--- config.mk ---
export PLATFORM = sky130hd
export DESIGN_NAME = priority_mux_arbiter_flat
export DESIGN_NICKNAME = d
export VERILOG_FILES = /design/src/rtl/priority_mux_arbiter_if.sv /design/src/rtl/priority_mux_arbiter.sv /design/src/flat_wrapper.sv
export SDC_FILE = /design/constraint.sdc
export NUM_CORES = 1
export LEC_CHECK = 0
export ABC_AREA = 1
export CORE_MARGIN = 2
export CORE_UTILIZATION = 50
export CTS_CLUSTER_DIAMETER = 150
export CTS_CLUSTER_SIZE = 25
export DETAILED_ROUTE_END_ITERATION = 8
export HOLD_SLACK_MARGIN = 0.06
export PLACE_DENSITY = 0.75
export RECOVER_POWER = 50
export SYNTH_ARGS = -nofsm -noshare
export SYNTH_HDL_FRONTEND = slang
export SYNTH_SLANG_ARGS = --single-unit
export TNS_END_PERCENT = 100
--- constraint.sdc ---
create_clock -name clk -period 3.78 [get_ports clk]
set_clock_uncertainty 0.1 [all_clocks]
set_input_delay 0.567 -clock clk [delete_from_list [all_inputs] [get_ports clk]]
set_output_delay 0.567 -clock clk [all_outputs]
set_load 0.02 [all_outputs]
--- src/rtl/priority_mux_arbiter_if.sv ---
// Request/grant bundle between the requesters and the mux-chain arbiter.
interface priority_mux_arbiter_if;
  logic [5:0] req;
  logic       done;
  logic       mode;
  logic [5:0] gnt;
  logic [2:0] gnt_id;
  logic       gnt_valid;
  logic [4:0] sel;

  // requester side
  modport master (
    output req, done, mode,
    input  gnt, gnt_id, gnt_valid, sel
  );

  // arbiter side
  modport slave (
    input  req, done, mode,
    output gnt, gnt_id, gnt_valid, sel
  );
endinterface

--- src/rtl/priority_mux_arbiter.sv ---
// Six-way arbiter in front of the priority mux chain. Registers a one-hot
// grant and the matching s0..s4 select pattern; fixed-priority or
// round-robin selection with a per-grant hold limit.
//
// state   | meaning
// --------+------------------------------------------
// S_IDLE  | no owner, outputs cleared
// S_GRANT | one owner, gnt/sel/gnt_valid driven
module priority_mux_arbiter #(
  parameter int unsigned MAX_HOLD = 15
) (
  input  logic                   clk,
  input  logic                   rst_n,
  priority_mux_arbiter_if.slave  bus
);

  typedef enum logic {S_IDLE = 1'b0, S_GRANT = 1'b1} state_t;

  localparam logic [3:0] LP_HOLD = 4'(MAX_HOLD);

  state_t     r_state;
  logic [2:0] r_owner;
  logic [2:0] r_last;
  logic [3:0] r_cnt;
  logic [5:0] r_gnt;
  logic [4:0] r_sel;
  logic       r_valid;

  state_t     w_nxt_state;
  logic [2:0] w_nxt_owner;
  logic [2:0] w_nxt_last;
  logic [3:0] w_nxt_cnt;
  logic [5:0] w_nxt_gnt;
  logic [4:0] w_nxt_sel;
  logic       w_nxt_valid;

  logic [5:0] w_owner_bit;
  logic       w_hold_hit;
  logic       w_req_drop;
  logic       w_release;
  logic       w_mask_owner;
  logic [5:0] w_elig;
  logic [2:0] w_pick;

  // Highest set bit wins, matching the chain's own priority order.
  function automatic logic [2:0] f_pick_fixed(input logic [5:0] v);
    logic [2:0] idx;
    idx = 3'd0;
    for (int i = 0; i < 6; i++) begin
      if (v[3'(i)]) idx = 3'(i);
    end
    return idx;
  endfunction

  // First set bit after the previous owner, wrapping 5 -> 0; the previous
  // owner itself is checked last.
  function automatic logic [2:0] f_pick_rr(input logic [5:0] v, input logic [2:0] last);
    logic [2:0] idx;
    logic [2:0] pos;
    logic       found;
    idx   = 3'd0;
    found = 1'b0;
    for (int step = 1; step <= 6; step++) begin
      pos = 3'((int'(last) + step) % 6);
      if (!found && v[pos]) begin
        idx   = pos;
        found = 1'b1;
      end
    end
    return idx;
  endfunction

  assign w_owner_bit  = 6'(1) << r_owner;
  assign w_hold_hit   = (MAX_HOLD != 0) && (r_cnt == LP_HOLD);
  assign w_req_drop   = !bus.req[r_owner];
  assign w_release    = (r_state == S_GRANT) && (bus.done || w_req_drop || w_hold_hit);
  // done and hold-limit releases both exclude the outgoing owner from this decision
  assign w_mask_owner = (r_state == S_GRANT) && (bus.done || w_hold_hit);
  assign w_elig       = w_mask_owner ? (bus.req & ~w_owner_bit) : bus.req;
  assign w_pick       = bus.mode ? f_pick_rr(w_elig, r_last) : f_pick_fixed(w_elig);

  // State register with synchronous active-low reset.
  always_ff @(posedge clk) begin
    if (!rst_n) begin
      r_state <= S_IDLE;
      r_owner <= 3'd0;
      r_last  <= 3'd5;
      r_cnt   <= 4'd0;
      r_gnt   <= 6'd0;
      r_sel   <= 5'd0;
      r_valid <= 1'b0;
    end else begin
      r_state <= w_nxt_state;
      r_owner <= w_nxt_owner;
      r_last  <= w_nxt_last;
      r_cnt   <= w_nxt_cnt;
      r_gnt   <= w_nxt_gnt;
      r_sel   <= w_nxt_sel;
      r_valid <= w_nxt_valid;
    end
  end

  // Next-state: arbitration decision, ownership, hold counter.
  always_comb begin
    w_nxt_state = r_state;
    w_nxt_owner = r_owner;
    w_nxt_last  = r_last;
    w_nxt_cnt   = r_cnt;
    case (r_state)
      S_IDLE: begin
        if (bus.req != 6'd0) begin
          w_nxt_state = S_GRANT;
          w_nxt_owner = w_pick;
          w_nxt_last  = w_pick;
          w_nxt_cnt   = 4'd1;
        end
      end
      S_GRANT: begin
        if (!w_release) begin
          w_nxt_cnt = (r_cnt == 4'hF) ? r_cnt : r_cnt + 4'd1;
        end else if (w_elig != 6'd0) begin
          w_nxt_owner = w_pick;
          w_nxt_last  = w_pick;
          w_nxt_cnt   = 4'd1;
        end else if (w_hold_hit && !bus.done && !w_req_drop) begin
          // nobody else wants the chain: keep the owner, restart its window
          w_nxt_last = r_owner;
          w_nxt_cnt  = 4'd1;
        end else begin
          w_nxt_state = S_IDLE;
          w_nxt_owner = 3'd0;
          w_nxt_cnt   = 4'd0;
        end
      end
      default: begin
        w_nxt_state = S_IDLE;
        w_nxt_owner = 3'd0;
        w_nxt_cnt   = 4'd0;
      end
    endcase
  end

  // Output decode of the next owner into grant and select patterns.
  always_comb begin
    w_nxt_valid = (w_nxt_state == S_GRANT);
    w_nxt_gnt   = 6'd0;
    w_nxt_sel   = 5'd0;
    if (w_nxt_valid) begin
      w_nxt_gnt = 6'(1) << w_nxt_owner;
      if (w_nxt_owner != 3'd0) w_nxt_sel = 5'(1) << (w_nxt_owner - 3'd1);
    end
  end

  assign bus.gnt       = r_gnt;
  assign bus.gnt_id    = r_owner;
  assign bus.gnt_valid = r_valid;
  assign bus.sel       = r_sel;

endmodule

--- src/flat_wrapper.sv ---
// flat-port wrapper written by rule: the top's interface ports become plain ports
module priority_mux_arbiter_flat 
#(
  parameter int unsigned MAX_HOLD = 15
)
  (clk, rst_n, bus_req, bus_done, bus_mode, bus_gnt, bus_gnt_id, bus_gnt_valid, bus_sel);
  priority_mux_arbiter_if bus_i ();
  input  logic clk;
  input  logic rst_n;
  input wire logic [$bits(bus_i.req)-1:0] bus_req;
  input wire logic [$bits(bus_i.done)-1:0] bus_done;
  input wire logic [$bits(bus_i.mode)-1:0] bus_mode;
  output wire logic [$bits(bus_i.gnt)-1:0] bus_gnt;
  output wire logic [$bits(bus_i.gnt_id)-1:0] bus_gnt_id;
  output wire logic [$bits(bus_i.gnt_valid)-1:0] bus_gnt_valid;
  output wire logic [$bits(bus_i.sel)-1:0] bus_sel;
  assign bus_i.req = bus_req;
  assign bus_i.done = bus_done;
  assign bus_i.mode = bus_mode;
  assign bus_gnt = bus_i.gnt;
  assign bus_gnt_id = bus_i.gnt_id;
  assign bus_gnt_valid = bus_i.gnt_valid;
  assign bus_sel = bus_i.sel;
  priority_mux_arbiter #(.MAX_HOLD(MAX_HOLD)) u_core (.clk(clk), .rst_n(rst_n), .bus(bus_i));
endmodule
---- Yosys cells after proc, flatten, opt, wreduce, memory -nomap -nowiden ----
Cells that the tools add are included.
word-level totals
  register bits after elaboration ......... 22
  input bits .............................. 10
  output and inout port bits .............. 15
  logic and storage cells ................. 115
cells by class
  add/sub/neg operators ................... 8
  divide/modulo/power cells ............... 6
  order comparisons ....................... 7
  equality and inequality tests ........... 5
  shift operators ......................... 3
  muxes and demuxes ....................... 51
  bitwise gates (word level) .............. 3
  reductions and logical operators ........ 26
operators with widths
  cell                                                 number
  modulo 32 x 4 -> 32 bit (second input constant)      6
  two-way mux 3 bit                                    15
  < comparator 3 x 4 -> 1 bit (second input constant)  7
  binary-select mux 1 bit (select 3 bit)               7
  two-way mux 1 bit                                    18
  two-way mux 4 bit                                    4
  adder 3 x 3 -> 4 bit (second input constant)         3
  case mux 3 bit (2 select lines)                      2
  nonzero test 6 bit                                   2
  left shift 1 x 3 -> 6 bit (first input constant)     2
  logical AND 1 bit                                    9
  adder 3 x 2 -> 4 bit (second input constant)         2
  case mux 4 bit (2 select lines)                      1
  logical NOT 1 bit                                    7
  bitwise AND 6 bit                                    1
  two-way mux 6 bit                                    1
  != test 3 bit (second input constant)                2
  inverter 6 bit                                       1
  AND reduction 3 bit                                  2
  left shift 1 x 3 -> 5 bit (first input constant)     1
  adder 3 x 1 -> 4 bit (second input constant)         1
  adder 4 x 1 -> 4 bit (second input constant)         1
  equality test 4 bit (second input constant)          1
  two-way mux 2 bit                                    2
  other kinds (8)                                      11

---- Depth between registers and ports, before layout ----
Gate-level depths: netlist (run 1).
  depth in word-level cells ............... 28
  gate-level depth with buffers ........... 34
  gate-level depth less buffers ........... 33

---- Least setup slack after synthesis (run 1) ----
Ideal clock, no wire load.
  path type ............................... register -> register
  start ................................... reg u_core.r_last[1]
  end ..................................... reg u_core.r_sel[3], in the netlist u_core.bus.sel[3]
  arrival time ............................ 3629 ps
  data required time ...................... 3615 ps
  setup slack ............................. -14 ps
  stages on the path, launching flop included .. 31
  path through ............................ dfxtp_1 inv_1 ha_1 a21oi_2 inv_1 ha_1 nor2_1 nand2_1 nand2_1 nand2_1 nand2_2 nand2_2 inv_2 nand2_1 nand3_2 nand2_4 nor2_8 nand2_2 nor2_2 nor2_1 nor2_2 nand2_1 nand2_1 nand2_2 nand2_2 nor2_4 ha_1 ha_1 nand3_1 or2_2 nor2_1
between the ends
  cells in the longest elaborated chain, start to end .. 26
RTL lines
  item                                                              line                         source
  from (decl)                                                       priority_mux_arbiter.sv:23   logic [2:0] r_last;
  from (signal assigned)                                            priority_mux_arbiter.sv:95   r_last <= w_nxt_last;
  adder 3 x 1 -> 4 bit                                              priority_mux_arbiter.sv:64   pos = 3'((int'(last) + step) % 6);
  modulo 32 x 4 -> 32 bit                                           priority_mux_arbiter.sv:64
  binary-select mux 1 bit (select 3 bit)                            priority_mux_arbiter.sv:65   if (!found && v[pos]) begin
  two-way mux 1 bit (implied by the code)                           priority_mux_arbiter.sv:65
  two-way mux 1 bit                                                 priority_mux_arbiter.sv:65
  logical NOT 1 bit                                                 priority_mux_arbiter.sv:65
  logical AND 1 bit                                                 priority_mux_arbiter.sv:65
  two-way mux 1 bit                                                 priority_mux_arbiter.sv:65
  (+10 left out)                                                    --
  logical AND 1 bit                                                 priority_mux_arbiter.sv:65
  two-way mux 3 bit (*)                                             priority_mux_arbiter.sv:65
  two-way mux 3 bit (*)                                             priority_mux_arbiter.sv:80   assign w_pick = bus.mode ? f_pick_rr(w_elig, r_last) : f_pick_fixed(w_elig);
  two-way mux 3 bit                                                 priority_mux_arbiter.sv:121  end else if (w_elig != 6'd0) begin
  two-way mux 3 bit                                                 priority_mux_arbiter.sv:119  if (!w_release) begin
  case mux 3 bit (2 select lines) (*)                               priority_mux_arbiter.sv:109  case (r_state)
  subtractor 3 x 1 -> 3 bit or nonzero test 3 bit (tied branches)   priority_mux_arbiter.sv:150  if (w_nxt_owner != 3'd0) w_nxt_sel = 5'(1) << (w_nxt_owner - 3'd1);
  left shift 1 x 3 -> 5 bit or AND reduction 3 bit (tied branches)  --
  to (signal assigned)                                              priority_mux_arbiter.sv:98   r_sel <= w_nxt_sel;
  to (decl)                                                         priority_mux_arbiter.sv:26   logic [4:0] r_sel;
Mark *: on every way between the ends. The rest lies on a longest branch, timed or not. The select of a mux whose other input is x is not followed.
A chain may end at the register's enable or synchronous reset.

---- Final worst setup path (run 1) ----
  start ................................... reg u_core.r_last[1]
  end ..................................... reg u_core.r_sel[0], in the netlist u_core.bus.sel[0]
Same word-level chain as after synthesis.

==> run summary, run 1 <==
### Drt
• **wirelength, routed** 6440 µm
• **per-cell routed wire length** 13.5 µm
• **1st-pass router iterations** 6
• **Final ANT Viol Nets** 0
• **DR iter-0 viols** 168
• **total number of vias** 2646
• **Residual DRC** 0
• **via/cell ratio** 5.54

### Clock tree
• **Clk Tree Root Cell** sky130_fd_sc_hd__clkbuf_8
• **htree depth** 1
• **clock buffer depth** 2
• **TritonCTS clock tree** built
• **clock sink count** 22
• **TritonCTS Buffers** 3
• **clock insertion delay at the later pin of the skew report** 0.27 ns
• **clock input transition at the sequential cells of the worst setup and hold paths** 0.08 ns
• **# hold bufs at CTS** 0

### Die
• **initial core utilization** 51.6%
• **Boundary Pins** 25
• **chip height** 70.8 µm
• **area enclosed by the die boundary** 5010 µm²
• **die width** 70.8 µm
• **core footprint** 4320 µm²
• **Placement Rows** 24

### Placement
• **Setup WS pre-CTS** -0.116 ns
• **weighted congestion at the end of routability-driven global placement** 0.963
• **half-perimeter wire length of the detailed placement result** 4640 µm
• **count of input and output buffers** 24

### STA
• **Max Freq** 0.268 GHz
• **RSZ-0062 raised after global routing** yes
• **max-slew violations** 0
• **minimum clock period** 3.73 ns
• **minimum setup slack in the final design** 0.0478 ns
• **count of endpoints failing setup in the final report** 0
• **measured slew at the worst slew-check pin** 0.588 ns
• **TNS Setup** 0 ns
• **worst relative slew slack** 60.4%
• **final worst path period share** 98.7%
• **final hold vios** 0

### Global routing
• **overflow left after global routing** 0
• **pin count of the biggest net entering global routing** 14
• **vias in the first global route** 2324
• **antenna violations before repair** 0
• **All-Layer GR Usage** 23.5%
• **first-pass GRT wire length** 9840 µm

### Logic synthesis
• **Avg Cell Area, Syn** 6.16 µm²
• **area of the mapped netlist** 2230 µm²
• **number of warning messages in the yosys log** 0
• **distinct cell type count after synthesis** 34
• **syn_nets** 386
• **synthesis-stage register bit count** 22
• **fraction of the yosys area taken by sequential cells** 19.7%
• **number of instances in the synthesized netlist** 362

### Layout
• **area added between synthesis and finish** 38.1%
• **fin nets** 451
• **total area of multi-input combinational cells** 1760 µm²
• **register cell area after layout** 449 µm²
• **number of inserted filler cells in the final layout** 350
• **final core occ** 71.2%
• **antenna cells** 0
• **ratio of cells with drive above 1 in the final layout** 31.2%

### Worst setup path
• **element type at the critical path start** flop
• **largest stage delay on the critical path** 0.40 ns
• **type of the worst setup path** reg2reg
• **data required time at the worst endpoint** 3.89 ns
• **maximum fanout along the worst path** 6
• **worst reg2reg path startpoint** u_core.r_last[1]$_SDFFE_PN0P_
• **endpoint class of the critical path** flop
• **Slowest-stage cell, CP** sky130_fd_sc_hd__dfxtp_4
• **start point of the critical path** u_core.r_last[1]$_SDFFE_PN0P_
• **crit path DAT** 3.84 ns

### Min path
• **classification of the worst-slack hold path** reg2reg
• **origin of the worst min-delay path** u_core.r_cnt[1]$_SDFFE_PN0P_

### Run
• **Maximum Capacitance Violations** 0

### Run status
• **status** finished clean

==> critical path: cells and delay by family, from the launching register on <==
family	cells	cell delay [ns]
buffers and inverters	7	0.66
flip-flops	1	0.40
AO/OA/AOI/OAI	2	0.34
AND/OR/NAND/NOR	17	1.31
adder cells (fa/ha/maj)	4	0.86
==> metrics by stage <==
stage | cell area, µm² | hold WS [ns] | instances
after floorplan | 2230 | 0.373 | 362
after global placement | 2710 | 0.386 | 461
after detailed placement | 2710 | 0.400 | 461
after CTS | 2810 | 0.413 | 466
after global routing | 3080 | 0.454 | 478
final | 3080 | 0.412 | 478
==> routing by layer <==
metal	GRT usage (%)	up-vias	routed length (µm)	share of wire, %
li1	-	1312	-	-
met1	30.3	1193	2670	42
met2	41.6	110	3090	48
met3	2.28	31	430	6.7
met4	6.92	0	242	3.8
met5	0	-	0	0
==> registers in the layout (all words and copies together), names as in the netlist <==
name and cells:
u_core.bus.gnt 6, u_core.bus.gnt_id 3, u_core.bus.sel 5, u_core.r_cnt 4, u_core.r_last 3, u_core.r_state 1
==> worst paths after layout <==
check,slack (ns),endpoint,cells after the start
max,0.05,u_core.bus.sel[0]$_SDFF_PP0_,30
min,0.41,u_core.r_cnt[1]$_SDFFE_PN0P_,2
max reg2reg,0.05,u_core.bus.sel[0]$_SDFF_PP0_,30
min reg2reg,0.41,u_core.r_cnt[1]$_SDFFE_PN0P_,2
==> placed cells by master, fill, tap and decap left out, drive strengths merged, types with 2 or more instances in the layout <==
cell type,instances
inv,46
clkdlybuf4s50,8
nand3,60
a21oi,16
nor3,2
dfxtp,22
dlygate4sd3,16
or2,2
o21ai,8
nor4,2
nand4,11
ha,14
nor2,35
buf,41
clkbuf,3
nand2,132
==> kinds of logic (layout without fill, tap and decap cells) <==
group,count (synthesis),in the layout,share of synthesized area [%]
and+or+nand+nor,245,245,54.9
DFF,22,22,19.7
buffers and inverters,52,116,9.42
adders and majority gates,14,14,7.85
AOI/OAI and AO/OA,28,28,7.68
xor gates and xnor gates,1,1,0.393
==> cells in the mapped netlist <==
library cell | n | area share (%)
sky130_fd_sc_hd__inv_1 | 37 | 6.2
sky130_fd_sc_hd__o21ai_0 | 6 | 1.3
sky130_fd_sc_hd__nor3_1 | 2 | 0.45
sky130_fd_sc_hd__buf_6 | 1 | 0.50
sky130_fd_sc_hd__nand4_1 | 10 | 2.8
sky130_fd_sc_hd__o31ai_1 | 1 | 0.34
sky130_fd_sc_hd__o211ai_1 | 1 | 0.34
sky130_fd_sc_hd__inv_2 | 9 | 1.5
sky130_fd_sc_hd__or2_0 | 1 | 0.28
sky130_fd_sc_hd__a21oi_2 | 2 | 0.79
sky130_fd_sc_hd__nand4_2 | 1 | 0.56
sky130_fd_sc_hd__nand3_2 | 14 | 6.3
sky130_fd_sc_hd__clkinv_1 | 1 | 0.17
sky130_fd_sc_hd__a41oi_1 | 1 | 0.39
sky130_fd_sc_hd__xor2_1 | 1 | 0.39
sky130_fd_sc_hd__dfxtp_1 | 22 | 20
sky130_fd_sc_hd__nor2_1 | 28 | 4.7
sky130_fd_sc_hd__and3_1 | 1 | 0.28
sky130_fd_sc_hd__nor2_8 | 1 | 0.90
sky130_fd_sc_hd__nand3_1 | 46 | 10
sky130_fd_sc_hd__o21ai_1 | 2 | 0.45
sky130_fd_sc_hd__nand2_1 | 112 | 19
sky130_fd_sc_hd__buf_2 | 3 | 0.67
sky130_fd_sc_hd__a21oi_1 | 13 | 2.9
sky130_fd_sc_hd__nor2_2 | 5 | 1.4
sky130_fd_sc_hd__nor4_1 | 2 | 0.56
sky130_fd_sc_hd__or2_2 | 1 | 0.28
sky130_fd_sc_hd__ha_1 | 14 | 7.9
sky130_fd_sc_hd__a21oi_4 | 1 | 0.73
sky130_fd_sc_hd__buf_4 | 1 | 0.34
sky130_fd_sc_hd__nand2_4 | 5 | 2.5
sky130_fd_sc_hd__nand2_2 | 15 | 4.2
sky130_fd_sc_hd__nor2_4 | 1 | 0.50
sky130_fd_sc_hd__a32oi_1 | 1 | 0.39
==> what timing repair did <==
| action | 4_1_cts | 5_1_grt |
|---|---|---|
| endpoints found under the hold margin | 0 | 0 |
| resized for setup | 5 | 43 |
| setup endpoints to repair | 3 | 5 |
| pin swaps | 2 | 31 |
| buffers inserted | 1 | 12 |
==> area by class of cell <==
class	instances	area share (%)
multi-input combinational	288	57.1
timing repair buffer	65	18.0
sequential	22	14.6
inverter	47	5.81
tap	52	2.11
clock buffer	3	1.34
clock inverter	1	0.975
Power of run 1 is not shown: default switching activity piles up to over one toggle a cycle in this logic, so the estimate is an artifact.
==> run 2: changes to the inputs <==
--- a/config.mk
+++ b/config.mk
@@ -6,11 +6,13 @@
 export NUM_CORES = 1
 export LEC_CHECK = 0
 export ABC_AREA = 1
+export CAP_MARGIN = 30
 export CORE_MARGIN = 2
 export CORE_UTILIZATION = 50
 export CTS_CLUSTER_DIAMETER = 150
 export CTS_CLUSTER_SIZE = 25
 export DETAILED_ROUTE_END_ITERATION = 8
+export GPL_TIMING_DRIVEN = 0
 export HOLD_SLACK_MARGIN = 0.06
 export PLACE_DENSITY = 0.75
 export RECOVER_POWER = 50
==> run 2 against run 1 <==
Against the previous run:
- sequential share of layout area grew 0.38 points
- hold slack lost 0.0064 ns
- via count shrank 4.5%
- clock-buffer cell count is the same
- register-to-register slack gained 0.03 ns
- wire length shrank 6.7%
- core utilization shrank 1.8 points
- global-route usage shrank 0.59 points
- die area is the same
- critical path depth grew 2
==> run summary, run 2 (same netlist as run 1, synthesis figures left out) <==
### Clock tree
• **Clk Tree Root Cell** sky130_fd_sc_hd__clkbuf_8
• **clock sink count** 22, unchanged
• **TritonCTS clock tree** built
• **htree depth** 1, unchanged
• **clock input transition at the sequential cells of the worst setup and hold paths** 0.08 ns, about the same
• **clock buffer depth** 2, unchanged
• **clock insertion delay at the later pin of the skew report** 0.26 ns, about the same
• **TritonCTS Buffers** 3, unchanged

### Placement
• **count of input and output buffers** 24, unchanged
• **number of cells after detailed placement** 438, -5.0%
• **weighted congestion at the end of routability-driven global placement** 0.929, -3.5%
• **half-perimeter wire length of the detailed placement result** 4230 µm, -9.0%

### STA
• **worst relative slew slack** 61.2%, +0.83 points
• **minimum clock period** 3.70 ns, -0.0296 ns
• **final worst path period share** 98.0%, -0.78 points
• **max-slew violations** 0, unchanged
• **measured slew at the worst slew-check pin** 0.576 ns, -0.0124 ns
• **count of endpoints failing setup in the final report** 0, unchanged
• **Max Freq** 0.270 GHz, +0.80%
• **final hold vios** 0, unchanged
• **RSZ-0062 raised after global routing** yes

### Drt
• **via/cell ratio** 5.42, -2.0%
• **DR iter-0 viols** 156, -7.1%
• **per-cell routed wire length** 12.9 µm, -4.3%
• **Final ANT Viol Nets** 0, unchanged
• **Residual DRC** 0, unchanged
• **wirelength, routed** 6010 µm, -6.7%
• **total number of vias** 2527, -4.5%
• **1st-pass router iterations** 4, -2

### Global routing
• **pin count of the biggest net entering global routing** 14, unchanged
• **first-pass GRT wire length** 9680 µm, -1.6%
• **All-Layer GR Usage** 22.9%, -0.59 points
• **antenna violations before repair** 0, unchanged
• **vias in the first global route** 2256, -2.9%
• **overflow left after global routing** 0, unchanged

### Worst setup path
• **most frequent cell on the critical path** sky130_fd_sc_hd__nand2_2
• **endpoint class of the critical path** flop
• **crit path DAT** 3.81 ns, -0.03 ns
• **element type at the critical path start** flop
• **maximum fanout along the worst path** 7, +1
• **type of the worst setup path** reg2reg
• **largest stage delay on the critical path** 0.37 ns, -0.03 ns
• **data required time at the worst endpoint** 3.89 ns, about the same
• **Slowest-stage cell, CP** sky130_fd_sc_hd__dfxtp_2

### Layout
• **max reg flops** 6, unchanged
• **fin nets** 439, -2.7%
• **area added between synthesis and finish** 34.6%
• **most frequent standard cell in the layout excluding fill and tap cells** sky130_fd_sc_hd__nand2_1
• **ratio of cells with drive above 1 in the final layout** 30.2%, -1.0 points
• **Non-Filler Instances** 466, -2.5%
• **most frequent cells in the layout** sky130_fd_sc_hd__nand2_1, sky130_fd_sc_hd__nand3_1, sky130_fd_sc_hd__inv_1
• **antenna cells** 0, unchanged

### Run status
• **status** finished clean

### Die
• **Placement Rows** 24, unchanged
• **Boundary Pins** 25, unchanged
• **area enclosed by the die boundary** 5010 µm², unchanged
• **initial core utilization** 51.6%, unchanged
• **core footprint** 4320 µm², unchanged
• **die width** 70.8 µm, unchanged
• **chip height** 70.8 µm, unchanged

### Min path
• **classification of the worst-slack hold path** reg2reg

### Run
• **Maximum Capacitance Violations** 0, unchanged

[run 2: cell types whose count changed in the layout (fill, tap and decap cells not counted), moves of 3 or more]
cell | before | now
sky130_fd_sc_hd__buf_2 | 0 | 3
sky130_fd_sc_hd__buf_4 | 39 | 24
sky130_fd_sc_hd__clkdlybuf4s50_1 | 8 | 11
sky130_fd_sc_hd__dlygate4sd3_1 | 16 | 13
sky130_fd_sc_hd__nand2_1 | 100 | 97
sky130_fd_sc_hd__nand2_4 | 7 | 11
[run 2: per-stage QoR]
stage	util (%)	TNS (ns)	hold WS [ns]	instance area [µm²]	worst slack, ns
finish	69.4	0	0.405	3000	0.0774
global route	69.4	-0.259	0.440	3000	-0.110
CTS	64.3	0	0.409	2780	0.0182
detailed placement	58.7	-1.46	0.397	2540	-0.448
global placement	58.7	-1.25	0.387	2540	-0.409
floorplan	-	0	0.373	2230	0.0579
[run 2: worst max-delay path: cells and delay by family (launching register included)]
| kind | cells | cell delay (ns) |
|---|---|---|
| buffers and inverters | 5 | 0.39 |
| and+or+nand+nor | 23 | 1.99 |
| adders and majority gates | 4 | 0.79 |
| DFF | 1 | 0.37 |
[run 2: path summary, 6_finish.rpt]
path	start	to	slack (ns)	cells past startpoint
setup / recovery	u_core.r_last[0]$_SDFFE_PN1P_	u_core.bus.sel[2]$_SDFF_PP0_	0.08	32
hold / removal	u_core.r_cnt[1]$_SDFFE_PN0P_	u_core.r_cnt[1]$_SDFFE_PN0P_	0.41	2
setup reg to reg	u_core.r_last[0]$_SDFFE_PN1P_	u_core.bus.sel[2]$_SDFF_PP0_	0.08	32
hold reg to reg	u_core.r_cnt[1]$_SDFFE_PN0P_	u_core.r_cnt[1]$_SDFFE_PN0P_	0.41	2
[run 2: routing by layer]
layer | wire length [µm] | up-vias | global-route usage [%]
met5 | 0 | - | 0
met4 | 121 | 0 | 6.92
met3 | 251 | 14 | 1.57
met2 | 3030 | 76 | 42.3
met1 | 2610 | 1153 | 28.4
li1 | - | 1284 | -
[run 2: timing repair]
action,CTS,global route
buffers inserted,11,14
pin swaps,5,27
endpoints found under the setup margin,5,5
hold endpoints to repair,0,0
gates resized for setup,22,36
hold buffers,0,0
[run 2: final cells by class]
type | instances | area (µm²)
clock inverters | 1 | 30.0
plain buffers | 4 | 26.3
clock buffers | 3 | 41.3
repair buffers | 49 | 432
inverters | 47 | 194
flip-flops and latches | 22 | 449
well taps | 52 | 65.1
fillers | 362 | 1320
multi-input cells | 288 | 1770
Power of run 2 is left out for the same reason.
